$ cat src/rtl/key_led_mode_ctrl_pkg.sv
// Shared mode/pattern definitions for the key-driven LED mode controller.
package key_led_pkg;

    typedef enum logic [1:0] {
        MODE_OFF   = 2'd0,
        MODE_ON    = 2'd1,
        MODE_BLINK = 2'd2,
        MODE_ALT   = 2'd3
    } mode_e;

    localparam logic [1:0] PAT_ALL_OFF = 2'b00;
    localparam logic [1:0] PAT_ALL_ON  = 2'b11;
    localparam logic [1:0] PAT_ALT0    = 2'b01;
    localparam logic [1:0] PAT_ALT1    = 2'b10;

    function automatic mode_e next_mode(input mode_e m);
        case (m)
            MODE_OFF:   next_mode = MODE_ON;
            MODE_ON:    next_mode = MODE_BLINK;
            MODE_BLINK: next_mode = MODE_ALT;
            default:    next_mode = MODE_OFF;
        endcase
    endfunction

    // Logical (active-high) LED pattern for a mode and animation phase.
    function automatic logic [1:0] mode_pattern(input mode_e m, input logic phase);
        case (m)
            MODE_OFF:   mode_pattern = PAT_ALL_OFF;
            MODE_ON:    mode_pattern = PAT_ALL_ON;
            MODE_BLINK: mode_pattern = phase ? PAT_ALL_ON : PAT_ALL_OFF;
            default:    mode_pattern = phase ? PAT_ALT1 : PAT_ALT0;
        endcase
    endfunction

endpackage

$ cat src/rtl/key_led_mode_ctrl_if.sv
// Board-side signal bundle: raw keys in, LED drive and status out.
interface key_led_mode_ctrl_if;
    logic [1:0] key;
    logic [1:0] led;
    logic [1:0] mode;
    logic       paused;

    modport master (output key, input led, input mode, input paused);
    modport slave  (input key, output led, output mode, output paused);
endinterface

$ cat src/rtl/key_debounce.sv
// One active-low key: 2-FF synchroniser, stability counter, registered press pulse.
module key_debounce #(
    parameter int DEB_CNT = 1_000_000
) (
    input  logic sys_clk,
    input  logic sys_rst_n,
    input  logic key_in,
    output logic key_stable,
    output logic press_pulse
);

    localparam int CW = (DEB_CNT > 1) ? $clog2(DEB_CNT) : 1;
    localparam logic [CW-1:0] DEB_LAST = CW'(DEB_CNT - 1);

    logic [1:0]    sync_q, sync_d;
    logic [CW-1:0] cnt_q, cnt_d;
    logic          stable_q, stable_d;
    logic          press_q, press_d;

    always_comb begin
        sync_d   = {sync_q[0], key_in};
        cnt_d    = '0;
        stable_d = stable_q;
        press_d  = 1'b0;
        // Any cycle where the synced level agrees with the stable level restarts the count.
        if (sync_q[1] != stable_q) begin
            if (cnt_q == DEB_LAST) begin
                stable_d = sync_q[1];
                press_d  = stable_q & ~sync_q[1];
            end else begin
                cnt_d = cnt_q + CW'(1);
            end
        end
    end

    // Synchroniser and stable level power up "released" so a held key still debounces.
    always_ff @(posedge sys_clk or negedge sys_rst_n) begin
        if (!sys_rst_n) begin
            sync_q   <= 2'b11;
            cnt_q    <= '0;
            stable_q <= 1'b1;
            press_q  <= 1'b0;
        end else begin
            sync_q   <= sync_d;
            cnt_q    <= cnt_d;
            stable_q <= stable_d;
            press_q  <= press_d;
        end
    end

    assign key_stable  = stable_q;
    assign press_pulse = press_q;

endmodule

$ cat src/rtl/key_led_mode_ctrl.sv
// Key-driven LED mode controller: key[0] cycles OFF/ON/BLINK/ALT, key[1] pauses animation.
// Define LED_ACTIVE_LOW_EN to drive the led pins inverted (lit = 0), including reset.
module key_led_mode_ctrl
    import key_led_pkg::*;
#(
    parameter int DEB_CNT  = 1_000_000,
    parameter int STEP_CNT = 25_000_000
) (
    input  logic                sys_clk,
    input  logic                sys_rst_n,
    key_led_mode_ctrl_if.slave  io
);

`ifdef LED_ACTIVE_LOW_EN
    localparam logic [1:0] LED_POL = 2'b11;
`else
    localparam logic [1:0] LED_POL = 2'b00;
`endif

    localparam int SW = (STEP_CNT > 1) ? $clog2(STEP_CNT) : 1;
    localparam logic [SW-1:0] STEP_LAST = SW'(STEP_CNT - 1);

    logic [1:0] press;
    logic [1:0] unused_key_stable;

    for (genvar i = 0; i < 2; i++) begin : g_deb
        key_debounce #(.DEB_CNT(DEB_CNT)) u_deb (
            .sys_clk     (sys_clk),
            .sys_rst_n   (sys_rst_n),
            .key_in      (io.key[i]),
            .key_stable  (unused_key_stable[i]),
            .press_pulse (press[i])
        );
    end

    mode_e         mode_q, mode_d;
    logic          paused_q, paused_d;
    logic          phase_q, phase_d;
    logic [SW-1:0] step_q, step_d;
    logic [1:0]    led_q, led_d;

    always_comb begin
        mode_d   = mode_q;
        paused_d = paused_q;
        phase_d  = phase_q;
        step_d   = step_q;

        if (press[1]) paused_d = ~paused_q;

        if (press[0]) begin
            mode_d  = next_mode(mode_q);
            step_d  = '0;
            phase_d = 1'b0;
        end else if (mode_q == MODE_BLINK || mode_q == MODE_ALT) begin
            if (!paused_q) begin
                if (step_q == STEP_LAST) begin
                    step_d  = '0;
                    phase_d = ~phase_q;
                end else begin
                    step_d = step_q + SW'(1);
                end
            end
        end else begin
            step_d  = '0;
            phase_d = 1'b0;
        end

        // Frozen state (paused) implies a frozen pattern, so led needs no separate hold.
        led_d = mode_pattern(mode_d, phase_d) ^ LED_POL;
    end

    always_ff @(posedge sys_clk or negedge sys_rst_n) begin
        if (!sys_rst_n) begin
            mode_q   <= MODE_OFF;
            paused_q <= 1'b0;
            phase_q  <= 1'b0;
            step_q   <= '0;
            led_q    <= PAT_ALL_OFF ^ LED_POL;
        end else begin
            mode_q   <= mode_d;
            paused_q <= paused_d;
            phase_q  <= phase_d;
            step_q   <= step_d;
            led_q    <= led_d;
        end
    end

    assign io.led    = led_q;
    assign io.mode   = mode_q;
    assign io.paused = paused_q;

endmodule
$ cat src/flat_wrapper.sv
// flat-port wrapper written by rule: the top's interface ports become plain ports
module key_led_mode_ctrl_flat import key_led_pkg::*;
#(
    parameter int DEB_CNT  = 1_000_000,
    parameter int STEP_CNT = 25_000_000
)
  (sys_clk, sys_rst_n, io_key, io_led, io_mode, io_paused);
  key_led_mode_ctrl_if io_i ();
  input  logic sys_clk;
  input  logic sys_rst_n;
  input wire logic [$bits(io_i.key)-1:0] io_key;
  output wire logic [$bits(io_i.led)-1:0] io_led;
  output wire logic [$bits(io_i.mode)-1:0] io_mode;
  output wire logic [$bits(io_i.paused)-1:0] io_paused;
  assign io_i.key = io_key;
  assign io_led = io_i.led;
  assign io_mode = io_i.mode;
  assign io_paused = io_i.paused;
  key_led_mode_ctrl #(.DEB_CNT(DEB_CNT), .STEP_CNT(STEP_CNT)) u_core (.sys_clk(sys_clk), .sys_rst_n(sys_rst_n), .io(io_i));
endmodule
$ cat config.mk
export PLATFORM = sky130hd
export DESIGN_NAME = key_led_mode_ctrl_flat
export DESIGN_NICKNAME = d
export VERILOG_FILES = /design/src/rtl/key_led_mode_ctrl_pkg.sv /design/src/rtl/key_led_mode_ctrl_if.sv /design/src/rtl/key_debounce.sv /design/src/rtl/key_led_mode_ctrl.sv /design/src/flat_wrapper.sv
export SDC_FILE = /design/constraint.sdc
export NUM_CORES = 1
export LEC_CHECK = 0
export ABC_CLOCK_PERIOD_IN_PS = 6040
export CORE_ASPECT_RATIO = 0.8
export CORE_MARGIN = 2
export CORE_UTILIZATION = 35
export CTS_BUF_LIST = sky130_fd_sc_hd__clkbuf_4 sky130_fd_sc_hd__clkbuf_8
export DETAILED_ROUTE_END_ITERATION = 8
export SLEW_MARGIN = 30
export SYNTH_ARGS = -nofsm -noshare
export SYNTH_HDL_FRONTEND = slang
export SYNTH_HIERARCHICAL = 1
export SYNTH_SLANG_ARGS = --single-unit
$ cat constraint.sdc
create_clock -name sys_clk -period 6.04 [get_ports sys_clk]
set_clock_uncertainty 0.2 [all_clocks]
set_input_delay 0.604 -clock sys_clk [delete_from_list [all_inputs] [get_ports sys_clk]]
set_output_delay 0.604 -clock sys_clk [all_outputs]
set_load 0.005 [all_outputs]
Word level (Yosys, flattened, before mapping)

Index checks and enable logic that the tools add are counted.

Flip-flop bits (word level): 79
Output and inout bits: 5
Logic and storage cells: 59

Add/sub/neg operators: 3
Equality and inequality tests: 11
Mux-type cells: 21
Bitwise gates (word level): 6
Reduce and logical (&&, ||, !) cells: 5

Operators with widths:

| cell                                                | count |
|---|---|
| 2-to-1 mux 25 bit                                   | 4 |
| 2-to-1 mux 20 bit                                   | 4 |
| adder 20 x 1 -> 20 bit, second input constant       | 2 |
| equality test 20 bit, second input constant         | 2 |
| adder 25 x 1 -> 25 bit, second input constant       | 1 |
| equality test 25 bit, second input constant         | 1 |
| one-hot mux 2 bit (3 select lines)                  | 2 |
| 2-to-1 mux 1 bit                                    | 8 |
| equality test 2 bit, second input constant          | 3 |
| 2-to-1 mux 2 bit                                    | 3 |
| equality test 2 x 1 -> 1 bit, second input constant | 2 |
| zero test 2 bit                                     | 2 |
| inverter 1 bit                                      | 4 |
| AND reduction 2 bit                                 | 2 |
| inequality test 3 bit, second input constant        | 1 |
| bitwise AND 1 bit                                   | 2 |
| inequality test 1 bit                               | 2 |
| logical OR 1 bit                                    | 1 |

Logic depth before layout (Yosys ltp)

Word-level depth: 7
Gate-level depth with buffers: 8
Gate-level depth less buffers: 7

Modules after synthesis

Netlist, hierarchy kept.

By module, submodules not included:

| module            | times used | cells each | area each (um^2) |
|---|---|---|---|
| key_debounce      | 2          | 116        | 1161.1 |
| key_led_mode_ctrl | 1          | 166        | 1705.4 |

Least setup slack after synthesis

OpenSTA, ideal clock, no wires.

Path type: flip-flop to flip-flop
Start: reg u_core.mode_q[0] (netlist: u_core/io.mode[0])
End: reg u_core.step_q[12]
Setup time: 0.118 ns
Arrival time: 1.827 ns
Required time: 5.722 ns
Setup slack: 3.895 ns
Cell stages (with the launch flop): 9
Path buffers: 1
Period minus slack after synthesis: 2.145 ns
Cell sequence: dfrtp_1 > inv_1 > ha_1 > o21ba_2 > a21boi_1 > clkbuf_1 > and2_1 > o22ai_1 > a21o_1

Cells in the longest elaborated chain, start to end: 4
Elaborated cells on any way between the ends: 6
Those cells by class: 3 x eq/ne; 2 x mux; 1 x reduce/logical

Ends and longest elaborated chain:

| item                     | line                    | source |
|---|---|---|
| start: declaration       | key_led_mode_ctrl.sv:36 | `mode_e mode_q, mode_d;` |
| start signal: assignment | key_led_mode_ctrl.sv:80 | `mode_q <= mode_d;` |
| equality test 2 bit      | key_led_mode_ctrl.sv:54 | `end else if (mode_q == MODE_BLINK \|\| mode_q == MODE_ALT) begin` |
| logical OR 1 bit (*)     | key_led_mode_ctrl.sv:54 |  |
| 2-to-1 mux 25 bit        | key_led_mode_ctrl.sv:54 |  |
| 2-to-1 mux 25 bit        | key_led_mode_ctrl.sv:50 | `if (press[0]) begin` |
| end signal: assignment   | key_led_mode_ctrl.sv:83 | `step_q <= step_d;` |
| end: declaration         | key_led_mode_ctrl.sv:39 | `logic [SW-1:0] step_q, step_d;` |

Every way passes the cells marked *; elsewhere a longest branch is shown, timed or not.
A chain may end at the register's enable or synchronous reset.

Worst setup path after layout

Start: reg u_core.step_q[0]
End: reg u_core.step_q[12]

Cells in the longest elaborated chain, start to end: 5
Elaborated cells on any way between the ends: 6
Those cells by class: 1 x add/sub; 1 x eq/ne; 4 x mux

Ends and longest elaborated chain:

| item                                                                  | line                                             | source |
|---|---|---|
| adder 25 x 1 -> 25 bit / equality test 25 bit (equally long branches) | key_led_mode_ctrl.sv:60, key_led_mode_ctrl.sv:56 |  |
| 2-to-1 mux 25 bit (*)                                                 | key_led_mode_ctrl.sv:56                          | `if (step_q == STEP_LAST) begin` |
| 2-to-1 mux 25 bit (*)                                                 | key_led_mode_ctrl.sv:55                          | `if (!paused_q) begin` |
| 2-to-1 mux 25 bit (*)                                                 | key_led_mode_ctrl.sv:54                          |  |
| 2-to-1 mux 25 bit (*)                                                 | key_led_mode_ctrl.sv:50                          |  |

Every way passes the cells marked *; elsewhere a longest branch is shown, timed or not. The select of a mux whose other input is x is not followed.

==> summary.md <==
| Metric | Value |
|---|---|
| Worst path max stage delay | about 860 ps |
| Design area | approximately 4500 sq um |
| Cell family with most CP delay | compound AO/OA/AOI/OAI gates |
| Post-synth top area cell | dfrtp_1 |
| Share of the synthesized area in the top cell type | 0.454 |
| R2R Setup Slk | 3260 ps |
| Setup_tns | 0 ps |
| Pin count of the biggest net entering global routing | 80 |
| Die Wd | 124 um |
| Comb power frac | 0.025 |
| Synth unique cells | 52 |
| Clk sinks | just under 80 |
| Total Routing Usage GR | 0.137 |
| Maximum clock frequency | between 300 and 400 MHz |
| Clk_lat worst skew | around 360 ps |
| CP Max Fanout | 12 |
| Most frequent cell after synthesis | dfrtp_1 |
| Max-cap violations | 0 |
| Hold Path Class | input port to async pin |
| Synth area leaders | dfrtp_1 (45%), xor2_1 (5.7%), nor2_1 (4.5%) |
| Power share of the clock group | 0.439 |
| Crit start category | flop |
| Critical path buffers and inverters | 1 |
| FF-to-FF End | u_core/step_q[12] |
| RR Startpoint | u_core/step_q[0] |
| GP Congestion | a little over 0.8 |
| P_leak | around 1.8 nW |
| Number of flops mapped to enable cells by yosys | 0 |
| Max transition margin | 0.404 |
| Vias in the first global route | between 2k and 3k |
| Slowest cell on crit path | o41ai_2 |
| CTS tree | built |
| R2R depth | 7 |
| Layout cell share with drive strength beyond 1 | 0.107 |
| DP Wirelength | just over 5 mm |
| Crit path cell chain | ha_1 > and3_1 > nand4_2 > o41ai_2 > buf_4 > o22ai_1 > a21o_1 |
| Initial antenna violation count | 0 |
| Residual DRC | 0 |
| Row count | 35 |
| Power, Total | about 1.0 mW |
| Commonest cells in the netlist | dfrtp_1 (73), nor2_1 (48), xor2_1 (26) |
| GRT overflow | 0 |
| Post-synthesis sequential area ratio | 0.493 |
| DR iter-0 viols | ~170 |
| Switching Share | 0.220 |
| Synthesized flop and latch total | 79 |
| Maximum root-to-sink buffer count | 2 |
| Post-Syn Instances | 398 |
| Unrepaired setup endpoints after global routing | false |
| CTS resizes | 0 |
| Boundary Pins | 9 |
| First-pass GRT wire length | 13.3 mm |
| Synth Area per Inst | between 10 and 15 sq um |
| Synth Cell Area | 4030 sq um |
| Final Hold Vio Count | 0 |
| Worst endpoint data arrival time | roughly 2800 ps |
| Ys async rst share | 1.00 |
| Worst Tran Pin Value | ~880 ps |
| Routed wire length | ~7.5 mm |
| PD cells | ~220 nW/um^2 |
| Flop pwr share | 0.537 |
| I/O Buffers | 8 |
| Antenna Nets Post-Route | 0 |
| Critical Path Source | u_core/step_q[0] |
| Cells after DPL | between 500 and 600 |
| Placed Area | between 4000 and 5000 sq um |
| Fin crit period | around 2800 ps |
| CTS HTree Levels | 3 |
| Synth warn | 6 |
| Die Area | about 12,000 sq um |
| # hold bufs at CTS | 0 |
| Syn nets | approximately 410 |
| Crit path kind | flop to flop |
| CTS root buf | clkbuf_8 |
| Int Power | roughly 0.8 mW |
| WP data required | a little over 6000 ps |
| Fin crit share | 0.460 |
| Clock-pin slew on the worst setup and hold paths | ~80 ps |
| Core area | ~11,000 sq um |
| Peak VDD IR | approximately 0.00012 V |
| Drt first pass iters | 4 |
| Final setup fails | 0 |
| Status | complete, no violations |
| Synth Flop Type | dfrtp_1 |
| P&R area growth vs syn | 11.2% |
| Final #Nets | about 420 |
| Starting Density | 0.354 |
| # Post-CTS Setup Buffers | 0 |
| Ant. Diodes | 0 |
| Vias per inst | 5.14 |
| Setup crit end kind | flop |
| Final Max Tran Viols | 0 |
| WL/cell | ~13 um |
| Switching power total | approximately 0.22 mW |
| Non-filler instance count after layout | 561 |
| Die Ht | between 90 and 100 um |
| CTS Buf Count | 9 |
| Via Count | between 2k and 3k |
## power groups by stage
| stage | Clock [mW] | Combinational, mW | Sequential [mW] |
|---|---|---|---|
| CTS | 0.462 | 0.0264 | 0.538 |
| floorplan | 0 | 0.0107 | 0.547 |
| global route | 0.484 | 0.0299 | 0.538 |
| detailed placement | 0 | 0.0263 | 0.548 |
| finish | 0.439 | 0.0249 | 0.537 |
| global placement | 0 | 0.0255 | 0.548 |
## cells in the final DEF (no fill, tap or decap), types with 7 or more instances in the layout
cell / count
clkdlybuf4s50_1: 7
nand3_1: 20
clkbuf_8: 9
o21ai_0: 10
or4_1: 9
nand4_1: 12
inv_1: 20
a21oi_1: 18
or3_1: 9
nor3_1: 10
nor2_1: 48
o31ai_1: 8
ha_1: 10
xor2_1: 26
nand2_1: 24
xnor2_1: 17
dfrtp_1: 73
## stage by stage
step / utilization / hold WS, ps / worst slack, ps
floorplan: - / 108 / 3900
global placement: 0.373 / 150 / 3330
detailed placement: 0.374 / 150 / 3300
CTS: 0.393 / 101 / 3270
global route: 0.393 / 131 / 3030
finish: 0.393 / 84.3 / 3260
## routing by layer
metal / GRT usage / routed length [um] / vias up
met4: 0.0475 / 94 / 0
met3: 0.0426 / 238 / 11
met2: 0.210 / 3390 / 32
li1: - / - / 1418
met1: 0.183 / 3780 / 1424
met5: 0 / 0 / -
## cell families after synthesis
group / after synthesis / synth area share
AOI/OAI and AO/OA: 53 / 0.0889
xor gates and xnor gates: 43 / 0.0935
adders and majority gates: 10 / 0.0311
buffers and inverters: 33 / 0.0357
DFF: 79 / 0.493
muxes: 4 / 0.00994
and+or+nand+nor: 176 / 0.248
## how the worst max path moves through the flow
stage,endpoint,cells after the start
2_1_floorplan,u_core/step_q[12],8
3_3_place_gp,u_core/step_q[12],6
3_5_place_dp,u_core/step_q[12],7
4_1_cts,u_core/step_q[12],7
5_1_grt,u_core/step_q[12],7
6_report,u_core/step_q[12],7
## final cells by class
class	count	area, sq um
clock buffers	10	131
flip-flops and latches	79	1980
well taps	148	185
multi-input cells	286	1900
clock inverters	6	92.6
fillers	1089	6910
repair buffers	12	111
inverters	20	75.1
## flip-flops by register name (all words and copies together) (netlist names)
register and cells:
u_core/g_deb.u_deb/cnt_q 40, u_core/io.paused 1, u_core/g_deb.u_deb/key_stable 2, u_core/io.mode 2, u_core/g_deb.u_deb/press_pulse 2, u_core/g_deb.u_deb/sync_q 4
u_core/step_q 25, u_core/phase_q 1, u_core/io.led 2
(Power assumes the default switching activity.)
